## config.mk

```make
export PLATFORM = sky130hd
export DESIGN_NAME = serial_bit_feeder
export DESIGN_NICKNAME = d
export VERILOG_FILES = /design/src/rtl/serial_bit_feeder.sv
export SDC_FILE = /design/constraint.sdc
export NUM_CORES = 1
export LEC_CHECK = 0
export BUFFER_PORTS_ARGS = -buffer_cell sky130_fd_sc_hd__buf_2
export CAP_MARGIN = 20
export CELL_PAD_IN_SITES_DETAIL_PLACEMENT = 1
export CELL_PAD_IN_SITES_GLOBAL_PLACEMENT = 1
export CORE_UTILIZATION = 35
export CTS_CLUSTER_DIAMETER = 60
export CTS_CLUSTER_SIZE = 28
export DETAILED_ROUTE_END_ITERATION = 10
export GPL_TIMING_DRIVEN = 0
export PLACE_DENSITY_LB_ADDON = 0.1
export SYNTH_ARGS = -nofsm -noshare
export SYNTH_HDL_FRONTEND = slang
export SYNTH_SLANG_ARGS = --single-unit
```

## constraint.sdc

```tcl
create_clock -name clk -period 3.4 [get_ports clk]
set_clock_uncertainty 0.2 [all_clocks]
set_input_delay 0.17 -clock clk [delete_from_list [all_inputs] [get_ports clk]]
set_output_delay 0.17 -clock clk [all_outputs]
set_load 0.02 [all_outputs]
```

## src/rtl/serial_bit_feeder.sv

```systemverilog
// Parallel-to-serial feeder: accepts a WIDTH-bit word over valid/ready and
// shifts it out one registered bit per clk. Optional macro PARITY_EN appends an even-parity bit.
module serial_bit_feeder #(
  parameter int unsigned WIDTH     = 8,
  parameter bit          MSB_FIRST = 1'b1
) (
  input  logic             clk,
  input  logic             rst_n,
  input  logic [WIDTH-1:0] load_data,
  input  logic             load_valid,
  output logic             load_ready,
  output logic             data,
  output logic             data_valid,
  output logic             busy
);

  localparam int unsigned   CW   = (WIDTH > 1) ? $clog2(WIDTH) : 1;
  localparam logic [CW-1:0] LAST = CW'(WIDTH - 1);

`ifdef PARITY_EN
  typedef enum logic [1:0] {IDLE, SHIFT, PARITY} state_t;
`else
  typedef enum logic [0:0] {IDLE, SHIFT} state_t;
`endif

  state_t           state, state_n;
  logic [CW-1:0]    bit_cnt, bit_cnt_n;
  logic [WIDTH-1:0] shreg, shreg_n;
  logic             data_n, valid_n;
  logic             word_end;
`ifdef PARITY_EN
  logic             par, par_n;
`endif

  function automatic logic first_bit(input logic [WIDTH-1:0] w);
    return MSB_FIRST ? w[WIDTH-1] : w[0];
  endfunction

  function automatic logic [WIDTH-1:0] shift_word(input logic [WIDTH-1:0] w);
    return MSB_FIRST ? {w[WIDTH-2:0], 1'b0} : {1'b0, w[WIDTH-1:1]};
  endfunction

  always_ff @(posedge clk) begin
    if (!rst_n) begin
      state      <= IDLE;
      bit_cnt    <= '0;
      shreg      <= '0;
      data       <= 1'b0;
      data_valid <= 1'b0;
`ifdef PARITY_EN
      par        <= 1'b0;
`endif
    end else begin
      state      <= state_n;
      bit_cnt    <= bit_cnt_n;
      shreg      <= shreg_n;
      data       <= data_n;
      data_valid <= valid_n;
`ifdef PARITY_EN
      par        <= par_n;
`endif
    end
  end

  always_comb begin
    state_n   = state;
    bit_cnt_n = bit_cnt;
    shreg_n   = shreg;
    data_n    = data;
    valid_n   = data_valid;
    word_end  = 1'b0;
`ifdef PARITY_EN
    par_n     = par;
`endif

    case (state)
      IDLE: word_end = 1'b1;
      SHIFT: begin
        if (bit_cnt == LAST) begin
`ifdef PARITY_EN
          state_n = PARITY;
          data_n  = par;
          valid_n = 1'b1;
`else
          word_end = 1'b1;
`endif
        end else begin
          bit_cnt_n = bit_cnt + 1'b1;
          data_n    = first_bit(shreg);
          shreg_n   = shift_word(shreg);
          valid_n   = 1'b1;
        end
      end
`ifdef PARITY_EN
      PARITY: word_end = 1'b1;
`endif
      default: state_n = IDLE;
    endcase

    // Every point where a word may start shares this path, so IDLE and the
    // final bit cycle behave identically and back-to-back words have no gap.
    if (word_end) begin
      if (load_valid) begin
        state_n   = SHIFT;
        bit_cnt_n = '0;
        data_n    = first_bit(load_data);
        shreg_n   = shift_word(load_data);
        valid_n   = 1'b1;
`ifdef PARITY_EN
        par_n     = ^load_data;
`endif
      end else begin
        state_n   = IDLE;
        bit_cnt_n = '0;
        data_n    = 1'b0;
        valid_n   = 1'b0;
      end
    end

    load_ready = word_end;
  end

  assign busy = (state != IDLE);

endmodule

```

After elaboration in Yosys (flattened, before gate mapping)
Cells that the tools add are included.
{"block": "op_classes", "add_sub_neg": 1, "n_eq_ne": 2, "muxes": 14, "bitwise_logic": 3, "n_reduce_logical": 4}
{"operator": "$mux 8", "n": 4}
{"operator": "$mux 1", "n": 9}
{"operator": "$reduce_and 2->1", "n": 2}
{"operator": "$add 3x1->3 const B", "n": 1}
{"operator": "$eq 3x3->1 const B", "n": 1}
{"operator": "$not 1->1", "n": 3}
{"operator": "$ne 2x2->1 const B", "n": 1}
{"operator": "$pmux 1 s2", "n": 1}
{"operator": "$reduce_bool 2->1", "n": 1}
{"operator": "$reduce_or 2->1", "n": 1}
{"block": "totals", "reg_bits": 14, "in_bits": 11, "output_inout_bits": 4, "wordCells": 29}

Longest topological paths before layout
{"block": "logic_depth", "word_depth": 5, "mapped_depth": 7, "depth_no_buf": 6}

Least setup slack after synthesis
No wires, ideal clock.
{"block": "synth_path", "kind": "register to register", "start": "register bit_cnt[0]", "end": "register shreg[1]", "setup_ps": 116, "arrival_time_ps": 1274, "t_required_ps": 3084, "path_slack_ps": 1809, "stages_incl_launch_ff": 7, "path_buffers": 1, "period_less_slack_ps": 1591, "path_cell_list": "dfxtp_1 ha_1 ha_1 nor2b_4 inv_4 buf_6 o211a_1"}
{"block": "synth_via", "elab_cells_between_ends": 7, "cone_classes": "1 x eq/ne; 6 x mux"}
{"element": "start: declaration", "line": "27", "rtl": "logic [CW-1:0] bit_cnt, bit_cnt_n;"}
{"element": "start signal: assignment", "line": "55", "rtl": "bit_cnt <= bit_cnt_n;"}
{"element": "$eq 3x3->1", "line": "79", "rtl": "if (bit_cnt == LAST) begin"}
{"element": "$mux 1", "line": "79"}
{"element": "$pmux 1 s2", "line": "76", "rtl": "case (state)"}
{"element": "net load_ready", "line": "11", "rtl": "output logic load_ready,"}
{"element": "$mux 8", "line": "102", "rtl": "if (word_end) begin"}
{"element": "end signal: assignment", "line": "56", "rtl": "shreg <= shreg_n;"}
{"element": "end: declaration", "line": "28", "rtl": "logic [WIDTH-1:0] shreg, shreg_n;"}
The timed path passes the listed nets, and every way through them passes these cells.
A chain may end at the register's enable or synchronous reset.

Worst setup path after layout
{"block": "layout_path", "start": "register bit_cnt[0]", "end": "output port load_ready"}
{"block": "layout_via", "elab_chain_cells": 3}
{"element": "$eq 3x3->1", "line": "79"}
{"element": "$mux 1", "line": "79"}
{"element": "$pmux 1 s2", "line": "76"}
{"element": "end: declaration", "line": "11"}
No other way between the ends.

==> reports/qor.yml <==
critical_path:
  critPathArrivalTime_ns: 1.62
  crit_chain: "ha_1 > ha_1 > nor2b_4 > inv_4 > buf_6 > buf_2"
  path_max_fanout: 10
  slowest_delay_ns: 0.33
  cp.required_ns: 3.03
  worst_setup_path_start_kind: "register"
  path_class: "register to primary output"
  critical_path_buf_inv_count: 3
  rrSetupSlack_ns: 1.70
  slowest_stage: "dfxtp_1"
  critPathMostFrequentCell: "ha_1"
  critPathTopFamily: "adder cells"
  worst_setup_path_end_kind: "primary output"
floorplanning:
  io_pins: 15
  die_height_um: 44.2
  die_w_um: 44.2
  num_rows: 14
  die_area_mm2: 0.00196
  start_util: 0.396
  core-area_mm2: 0.00158
pwr:
  p_switching_uw: 85.6
  cellPowerDensity_mw_per_mm2: 453
  total_leakage_power_nw: 0.436
  ir_drop_uv: 322
  power_frac_seq: 0.511
  p_int_uw: 266
  p_sw_frac: 0.244
  clock_power_share: 0.341
  p_comb_frac: 0.148
synth:
  netlist.area_leader.share: 0.449
  synth.yosys.warnings: 0
  yosys_register_bits: 14
  async_flop_share: 0
  synth_flop_cell: "dfxtp_1"
  synth_edf_count: 0
  ys_types: 22
  syn_area_per_cell_um2: 10.8
  ys_top_cells_by_area: "dfxtp_1 (45%), mux2i_1 (11%), o211a_1 (9.6%), ha_1 (6.0%), nand2_1 (5.4%)"
  synth_nets: 72
  synth_area_um2: 624
  yosysSeqAreaShare: 0.449
  syn_inst: 58
  yosysTopAreaCell: "dfxtp_1"
sta:
  min_period_ns: 1.99
  setup_viol: 0
  relSlewSlack: 0.864
  hold_ws_ns: 0.0353
  setup_tns_ns: 0
  grt_setup_unrepaired: "no"
  worst_slew_pin_slew_ns: 0.203
  fmaxAchievable_mhz: 503
  hold_violations: 0
  period_share: 0.585
  drv_slew: 0
clock_network:
  clk_path_buf_depth: 2
  worstSkewPairLatency_ns: 0.28
  clk_pin_slew_ns: 0.09
  root_buffer: "clkbuf_4"
  post_cts.resized_instances: 0
  htreeDepth: 1
  tritoncts: "built"
  cts.sinks: 14
  cts_made_buffers: 3
finish:
  area_delta_synth_final_pct: 24.2
  final_nets: 93
  num_antenna_cells: 0
  n_fill_cell: 190
  final_cell_mix: "buf_2 (14), dfxtp_1 (14), nand2_1 (9)"
  drive_gt1_frac: 0.333
status:
  outcome: "finished, final reports clean"
global_routing:
  grt.overflow.total: 0
  first_global_vias: 504
  grt_max_degree: 11
  grt_usage: 0.147
  antenna_found_initial: 0
  grt_pass1_wl_mm: 2.06
routing:
  drc_errors: 0
  avgViaCountPerCell: 5.23
  drt_pass1_iterations: 2
  via_count: 492
  wl_per_cell_um: 12.6
  first_iter_violations: 3
  drt-total-wl_mm: 1.19
  drtAntennaViolNets: 0
placement:
  dp_hpwl_um: 858
  routabilityCongestion: 0.659
  portBuffers: 13
min_path:
  hold_path_class: "input pin to register"
flow_run:
  cap_viol_max_count: 0
==> synthesized netlist by cell type, types with 2 or more instances <==
master	n
dfxtp_1	14
inv_1	2
and3_2	2
nand2_1	9
mux2i_1	7
ha_1	3
o211a_1	6
==> area by class of cell <==
class | instances | area (um2) | share of cell area
multi-input combinational | 38 | 307 | 0.395
sequential | 14 | 280 | 0.361
timing repair buffer | 16 | 95.1 | 0.123
clock buffer | 4 | 36.3 | 0.0468
buffer | 3 | 23.8 | 0.0306
tap | 16 | 20.0 | 0.0258
inverter | 3 | 13.8 | 0.0177
==> per-layer routing <==
layer / GRT usage / part of all wire / vias to the layer above / wire (um)
met5: 0 / 0 / - / 0
li1: - / - / 244 / -
met3: 0.0490 / 0.051 / 0 / 61
met1: 0.168 / 0.45 / 236 / 539
met2: 0.262 / 0.49 / 12 / 588
met4: 0.0364 / 0 / 0 / 0
==> worst register-to-register path, stage by stage, from the launching register on <==
cell	delay (ns)
dfxtp_1	0.33
ha_1	0.21
ha_1	0.21
nor2b_4	0.20
inv_4	0.09
buf_6	0.15
o211a_1	0.21
==> logic make-up (layout without fill, tap and decap cells) <==
logic type | count (synthesis) | after routing | share of synthesized area
AND/OR/NAND/NOR | 16 | 16 | 0.140
AO/OA/AOI/OAI | 11 | 11 | 0.160
adder cells (fa/ha/maj) | 3 | 3 | 0.0601
multiplexers | 8 | 8 | 0.130
flip-flops | 14 | 14 | 0.449
buffers and inverters | 6 | 26 | 0.0601
==> flip-flops by register name (all words and copies together), names as in the netlist <==
signal,count
data,1
bit_cnt,3
busy,1
shreg,8
data_valid,1
==> per-stage QoR <==
step	instance area, um2	worst slack (ns)	std cells	util	power, mW
floorplan	624	1.81	58	-	0.218
global placement	709	1.70	87	0.450	0.232
detailed placement	709	1.70	87	0.450	0.234
CTS	776	1.38	94	0.492	0.357
global route	776	1.31	94	0.492	0.374
finish	776	1.41	94	0.492	0.351
==> what timing repair did <==
item,4_1_cts,5_1_grt
endpoints found under the hold margin,4,0
setup buffers,0,0
hold buffers,3,0
==> power by group through the flow <==
stage / registers [mW] / clock network (mW) / logic (mW)
floorplan: 0.185 / 0 / 0.0328
global placement: 0.183 / 0 / 0.0492
detailed placement: 0.183 / 0 / 0.0502
CTS: 0.180 / 0.124 / 0.0532
global route: 0.181 / 0.135 / 0.0585
finish: 0.179 / 0.120 / 0.0522
==> final timing paths <==
kind,start,to,depth (start not counted)
max,bit_cnt[0]$_SDFFE_PP0P_,load_ready,6
min,load_valid,shreg[7]$_SDFF_PN0_,3
max reg2reg,bit_cnt[0]$_SDFFE_PP0P_,shreg[1]$_SDFF_PN0_,6
min reg2reg,bit_cnt[0]$_SDFFE_PP0P_,bit_cnt[0]$_SDFFE_PP0P_,1
No activity file was read; power rests on OpenSTA's default activity.
